==> src/rtl/pipelined_cla_adder.sv <==
// Pipelined carry-lookahead adder/subtractor: one BLOCK-bit lookahead slice per stage, valid/ready flow control.
// Optional signed saturation is enabled by defining PIPELINED_CLA_ADDER_SAT_EN (adds the i_sat port).
module pipelined_cla_adder #(
    parameter int WIDTH = 32,
    parameter int BLOCK = 8
) (
    input  logic             i_clk,
    input  logic             i_rst,
    input  logic             i_valid,
    output logic             o_ready,
    input  logic [WIDTH-1:0] i_add1,
    input  logic [WIDTH-1:0] i_add2,
    input  logic             i_cin,
    input  logic             i_sub,
`ifdef PIPELINED_CLA_ADDER_SAT_EN
    input  logic             i_sat,
`endif
    output logic             o_valid,
    input  logic             i_ready,
    output logic [WIDTH:0]   o_result,
    output logic             o_ovf
);

    localparam int STAGES = WIDTH / BLOCK;

    // Each carry is a flat sum of products over the slice, so no carry ripples bit to bit.
    function automatic logic [BLOCK:0] cla_carries(
        input logic [BLOCK-1:0] g,
        input logic [BLOCK-1:0] p,
        input logic             cin
    );
        logic [BLOCK:0] c;
        logic           term;
        c    = '0;
        c[0] = cin;
        for (int i = 0; i < BLOCK; i++) begin
            term = cin;
            for (int j = 0; j <= i; j++) begin
                term = term & p[j];
            end
            c[i+1] = term;
            for (int j = 0; j <= i; j++) begin
                term = g[j];
                for (int m = j + 1; m <= i; m++) begin
                    term = term & p[m];
                end
                c[i+1] = c[i+1] | term;
            end
        end
        return c;
    endfunction

    logic             v_q   [STAGES];
    logic             c_q   [STAGES];
    logic [WIDTH-1:0] a_q   [STAGES];
    logic [WIDTH-1:0] b_q   [STAGES];
    logic [WIDTH-1:0] s_q   [STAGES];
    logic             ovf_q;

    logic             v_d   [STAGES];
    logic             c_d   [STAGES];
    logic [WIDTH-1:0] a_d   [STAGES];
    logic [WIDTH-1:0] b_d   [STAGES];
    logic [WIDTH-1:0] s_d   [STAGES];
    logic             ovf_d;

    logic             v_src [STAGES];
    logic             c_src [STAGES];
    logic [WIDTH-1:0] a_src [STAGES];
    logic [WIDTH-1:0] b_src [STAGES];
    logic [WIDTH-1:0] s_src [STAGES];

`ifdef PIPELINED_CLA_ADDER_SAT_EN
    logic             sat_q   [STAGES];
    logic             sat_d   [STAGES];
    logic             sat_src [STAGES];
`endif

    logic [BLOCK-1:0] a_sl;
    logic [BLOCK-1:0] b_sl;
    logic [BLOCK:0]   cv;
    logic             stall;

    assign stall    = v_q[STAGES-1] & ~i_ready;
    assign o_ready  = ~stall;
    assign o_valid  = v_q[STAGES-1];
    assign o_result = {c_q[STAGES-1], s_q[STAGES-1]};
    assign o_ovf    = ovf_q;

    // Stage 0 is fed from the ports; stage k is fed from the registers of stage k-1.
    always_comb begin
        a_src[0] = i_add1;
        b_src[0] = i_sub ? ~i_add2 : i_add2;
        s_src[0] = '0;
        c_src[0] = i_sub | i_cin;
        v_src[0] = i_valid;
`ifdef PIPELINED_CLA_ADDER_SAT_EN
        sat_src[0] = i_sat;
`endif
        for (int k = 1; k < STAGES; k++) begin
            a_src[k] = a_q[k-1];
            b_src[k] = b_q[k-1];
            s_src[k] = s_q[k-1];
            c_src[k] = c_q[k-1];
            v_src[k] = v_q[k-1];
`ifdef PIPELINED_CLA_ADDER_SAT_EN
            sat_src[k] = sat_q[k-1];
`endif
        end
    end

    always_comb begin
        ovf_d = 1'b0;
        a_sl  = '0;
        b_sl  = '0;
        cv    = '0;
        for (int k = 0; k < STAGES; k++) begin
            a_sl   = a_src[k][k*BLOCK +: BLOCK];
            b_sl   = b_src[k][k*BLOCK +: BLOCK];
            cv     = cla_carries(a_sl & b_sl, a_sl ^ b_sl, c_src[k]);
            a_d[k] = a_src[k];
            b_d[k] = b_src[k];
            v_d[k] = v_src[k];
            c_d[k] = cv[BLOCK];
            s_d[k] = s_src[k];
            s_d[k][k*BLOCK +: BLOCK] = a_sl ^ b_sl ^ cv[BLOCK-1:0];
`ifdef PIPELINED_CLA_ADDER_SAT_EN
            sat_d[k] = sat_src[k];
`endif
            if (k == STAGES - 1) begin
                ovf_d = cv[BLOCK] ^ cv[BLOCK-1];
`ifdef PIPELINED_CLA_ADDER_SAT_EN
                // On overflow both operands share the sign of A, which picks the clamp direction.
                if (sat_src[k] && ovf_d) begin
                    s_d[k] = a_sl[BLOCK-1] ? {1'b1, {(WIDTH-1){1'b0}}}
                                           : {1'b0, {(WIDTH-1){1'b1}}};
                    c_d[k] = 1'b0;
                end
`endif
            end
        end
    end

    always_ff @(posedge i_clk or posedge i_rst) begin
        if (i_rst) begin
            for (int k = 0; k < STAGES; k++) begin
                v_q[k] <= 1'b0;
                c_q[k] <= 1'b0;
                a_q[k] <= '0;
                b_q[k] <= '0;
                s_q[k] <= '0;
`ifdef PIPELINED_CLA_ADDER_SAT_EN
                sat_q[k] <= 1'b0;
`endif
            end
            ovf_q <= 1'b0;
        end else if (!stall) begin
            for (int k = 0; k < STAGES; k++) begin
                v_q[k] <= v_d[k];
                c_q[k] <= c_d[k];
                a_q[k] <= a_d[k];
                b_q[k] <= b_d[k];
                s_q[k] <= s_d[k];
`ifdef PIPELINED_CLA_ADDER_SAT_EN
                sat_q[k] <= sat_d[k];
`endif
            end
            ovf_q <= ovf_d;
        end
    end

endmodule

==> config.mk <==
export PLATFORM = sky130hd
export DESIGN_NAME = pipelined_cla_adder
export DESIGN_NICKNAME = d
export VERILOG_FILES = /design/src/rtl/pipelined_cla_adder.sv
export SDC_FILE = /design/constraint.sdc
export NUM_CORES = 1
export LEC_CHECK = 0
export CAP_MARGIN = 30
export CORE_MARGIN = 8
export CORE_UTILIZATION = 35
export CTS_CLUSTER_SIZE = 8
export DETAILED_ROUTE_END_ITERATION = 10
export GPL_TIMING_DRIVEN = 0
export PLACE_DENSITY = 0.55
export SLEW_MARGIN = 20
export SYNTH_ARGS = -nofsm -noshare
export SYNTH_HDL_FRONTEND = slang
export SYNTH_SLANG_ARGS = --single-unit
export TNS_END_PERCENT = 10
==> constraint.sdc <==
create_clock -name i_clk -period 6.45 [get_ports i_clk]
set_input_delay 1.29 -clock i_clk [delete_from_list [all_inputs] [get_ports i_clk]]
set_output_delay 1.29 -clock i_clk [all_outputs]
set_load 0.03 [all_outputs]
==> impl_metrics.toml <==
[power_and_ir_drop]
clockPowerShare_pct = 20.8
switchingPower_w = 0.00198
leakagePower_nw = 4.99
swShare_pct = 38.6
p_int_w = 0.00315
power_frac_comb_pct = 40.8
ir_worst_vdd_mv = 0.163
p_per_area_mw_per_mm2 = 496
share_seq_of_total_power_pct = 38.4

[drt]
wl_per_cell_microns = 15.0
finalWirelength_microns = 20300
dr_total_vias = 6024
drc = 0
firstDrtPassIters = 4
postRouteAntennaNets = 0
first_iter_violations = 275
viasPerCell = 4.47

[timing]
setup_viol_count_final = 0
tightest_slew_ps = 726
finalHoldViolCount = 0
skew_ps = 6.68
max_freq_mhz = 212
rsz0062_at_grt = "no"
period_share_pct = 73.1
whs_ps = 465
maxSlewViolCount = 0
finalCriticalPeriod_ps = 4710
max-slew-margin-rel_pct = 51.6

[yosys]
synth_nets = 1003
synth_ff_type = "dfrtp_1"
synth-seq-cells = 185
ys_warn_count = 0
ys_seq_area_share_pct = 55.8
async_flop_share_pct = 100
synth_cells = 893
synth-edff-count = 0
synth.avg_cell_area_sq_um = 9.28
syn_area_sq_mm = 0.00829
ys_types = 37

[global_route]
grt_pass1_vias = 6399
grt_max_degree = 104
grt_overflow_total = 0
track_usage_pct = 14.6
grt_pass1_wl_microns = 33000
antenna_found_initial = 0

[setup_path]
path_buf_inv = 6
crit_path_end_kind = "primary output"
crit_fanout = 10
startpoint_type = "input port"
critical_path_class = "input port to primary output"
path_cells = "clkdlybuf4s50_1, nor2b_1, buf_2, clkinv_1, buf_2, buf_2, clkdlybuf4s50_1"
cp_top_family = "buffers and inverters"
cp.arrival_ps = 3420
worst_path_most_repeated_cell = "buf_2"
worstPathRequired_ps = 5160
slowest_delay_ps = 740
r2r-start = "o_valid$_DFFE_PP0N_"
crit_slowest_cell = "clkdlybuf4s50_1"
startpoint = "i_ready"

[placed_design]
postPlaceCellArea_sq_mm = 0.00976
hpwl_microns = 14800
portBuffers = 104
gp_congestion = 0.765

[floorplanning]
die_x_microns = 170
io_pins = 106
initial_core_util_pct = 35.5
die-area_sq_mm = 0.0289
core-area_sq_mm = 0.0233
die_h_microns = 170
num_rows = 56

[cells_and_area]
antenna_cells = 0
area_growth_pct = 25.0
final_net_count = 1127
drive_above_1_share_pct = 5.73
design_area_sq_mm = 0.0104
fin_util_pct = 44.4

[clock_tree]
clock_latency_ps = 430
cts_resized = 0
cts-buffers-inserted = 17
postCtsSetupBuffers = 0
cts_buffer_depth = 2
cts_sinks = 185
cts_tree = "built"
cts.htree.levels = 4
cts_root_buffer = "clkbuf_16"
postCtsHoldBufs = 0
path_clk_slew_ps = 70

[outcome]
status = "completed"

[worst_hold_path]
hold_class = "flip-flop to flip-flop"
hold_start = "o_result[8]$_DFFE_PP0N_"

[flow_run]
maxCapViolations = 0
[cells in the final DEF, fill, tap and decap left out, types with 2 or more instances in the layout]
cell type / synthesis / layout
clkinv_4: 0 / 3
a21o_1: 9 / 9
buf_1: 10 / 10
o21ai_1: 3 / 3
o31ai_1: 3 / 3
a211oi_1: 3 / 3
clkdlybuf4s50_1: 0 / 104
o21ai_0: 36 / 36
nand2_1: 418 / 418
nand2b_1: 5 / 5
dfrtp_1: 185 / 185
a21oi_1: 29 / 29
clkbuf_1: 17 / 19
nor3_1: 6 / 6
clkbuf_16: 0 / 17
fa_1: 4 / 4
bufinv_16: 0 / 3
a2111oi_4: 3 / 3
ha_1: 36 / 36
inv_1: 7 / 6
xor2_1: 18 / 18
buf_2: 18 / 18
xnor2_1: 38 / 38
nand3_1: 2 / 2
clkinv_2: 0 / 3
a31o_2: 3 / 3
nor2_1: 25 / 25
[power groups by stage]
stage               Combinational (W)  Clock (W)  Sequential [W]
finish                        0.00209    0.00107         0.00197
global route                  0.00236    0.00114         0.00204
CTS                           0.00214    0.00109         0.00198
detailed placement            0.00214          0         0.00200
global placement              0.00209          0         0.00199
floorplan                     0.00126          0         0.00213
[cell type report]
type                            instances  area (sq um)
Clock inverter                         11           148
Fill cell                            2361         13000
Buffer                                 46           199
Clock buffer                           20           447
Timing Repair Buffer                  105          1070
Sequential cell                       185          4630
Tap cell                              319           399
Inverter                                8          37.5
Multi-Input combinational cell        654          3430
[flip-flops by register name (all words and copies together), names as in the netlist]
name      flops
c_q           3
o_valid       1
v_d           3
b_d          48
o_ovf         1
s_d          48
a_d          48
o_result     33
[worst min-delay path: stages, from the launching register on]
cell	delay [ps]
dfrtp_1	340
nand2_1	50
nand2_1	50
[cells in the mapped netlist (2+ instances only)]
cell type,n,area share [%]
buf_1,10,0.45
nor3_1,6,0.36
nand2b_1,5,0.38
buf_2,18,1.1
nand3_1,2,0.12
dfrtp_1,185,56
ha_1,36,5.4
fa_1,4,0.97
inv_1,7,0.32
xor2_1,18,1.9
nand2_1,418,19
a2111oi_4,3,1.0
a21o_1,9,0.82
a31o_2,3,0.32
xnor2_1,38,4.0
o21ai_0,36,2.2
o31ai_1,3,0.27
o21ai_1,3,0.18
nor2_1,25,1.1
a21oi_1,29,1.8
clkbuf_1,17,0.77
a211oi_1,3,0.27
[layer usage]
metal | track usage, % | up-vias | part of all wire [%] | routed length (microns)
met3 | 3.73 | 17 | 5.5 | 1110
met5 | 0 | - | 0 | 0
li1 | - | 3086 | - | -
met2 | 25.0 | 93 | 48 | 9810
met1 | 18.0 | 2828 | 45 | 9040
met4 | 4.23 | 0 | 1.4 | 290
[through the flow]
| step | power, W | worst slack [ps] | setup TNS [ps] | instances |
|---|---|---|---|---|
| floorplan | 0.00340 | 131 | 0 | 893 |
| global placement | 0.00408 | -2540 | -467880 | 1316 |
| detailed placement | 0.00413 | 1690 | 0 | 1317 |
| CTS | 0.00521 | 1690 | 0 | 1348 |
| global route | 0.00555 | 1620 | 0 | 1348 |
| finish | 0.00513 | 1740 | 0 | 1348 |
[worst paths after layout]
| kind | endpoint | slack [ps] | depth (start not counted) |
|---|---|---|---|
| max reg2reg | a_d[72]$_DFFE_PP0N_ | 4320 | 7 |
| min in group asynchronous | a_d[89]$_DFFE_PP0N_ | 1320 | 2 |
| max in group asynchronous | o_result[13]$_DFFE_PP0N_ | 4220 | 3 |
| max | o_ready | 1740 | 7 |
| min | o_result[8]$_DFFE_PP0N_ | 470 | 2 |
| min reg2reg | o_result[8]$_DFFE_PP0N_ | 470 | 2 |
[logic make-up (layout without fill, tap and decap cells)]
kind of cell	count (synthesis)	after routing	share of synthesized area (%)
multiplexers	1	1	0.121
adder cells (fa/ha/maj)	40	40	6.40
flip-flops	185	185	55.8
AND/OR/NAND/NOR	464	464	21.7
XOR/XNOR	56	56	5.92
AO/OA/AOI/OAI	93	93	7.26
buffers and inverters	54	190	2.76
No activity file was read; power rests on OpenSTA's default activity.
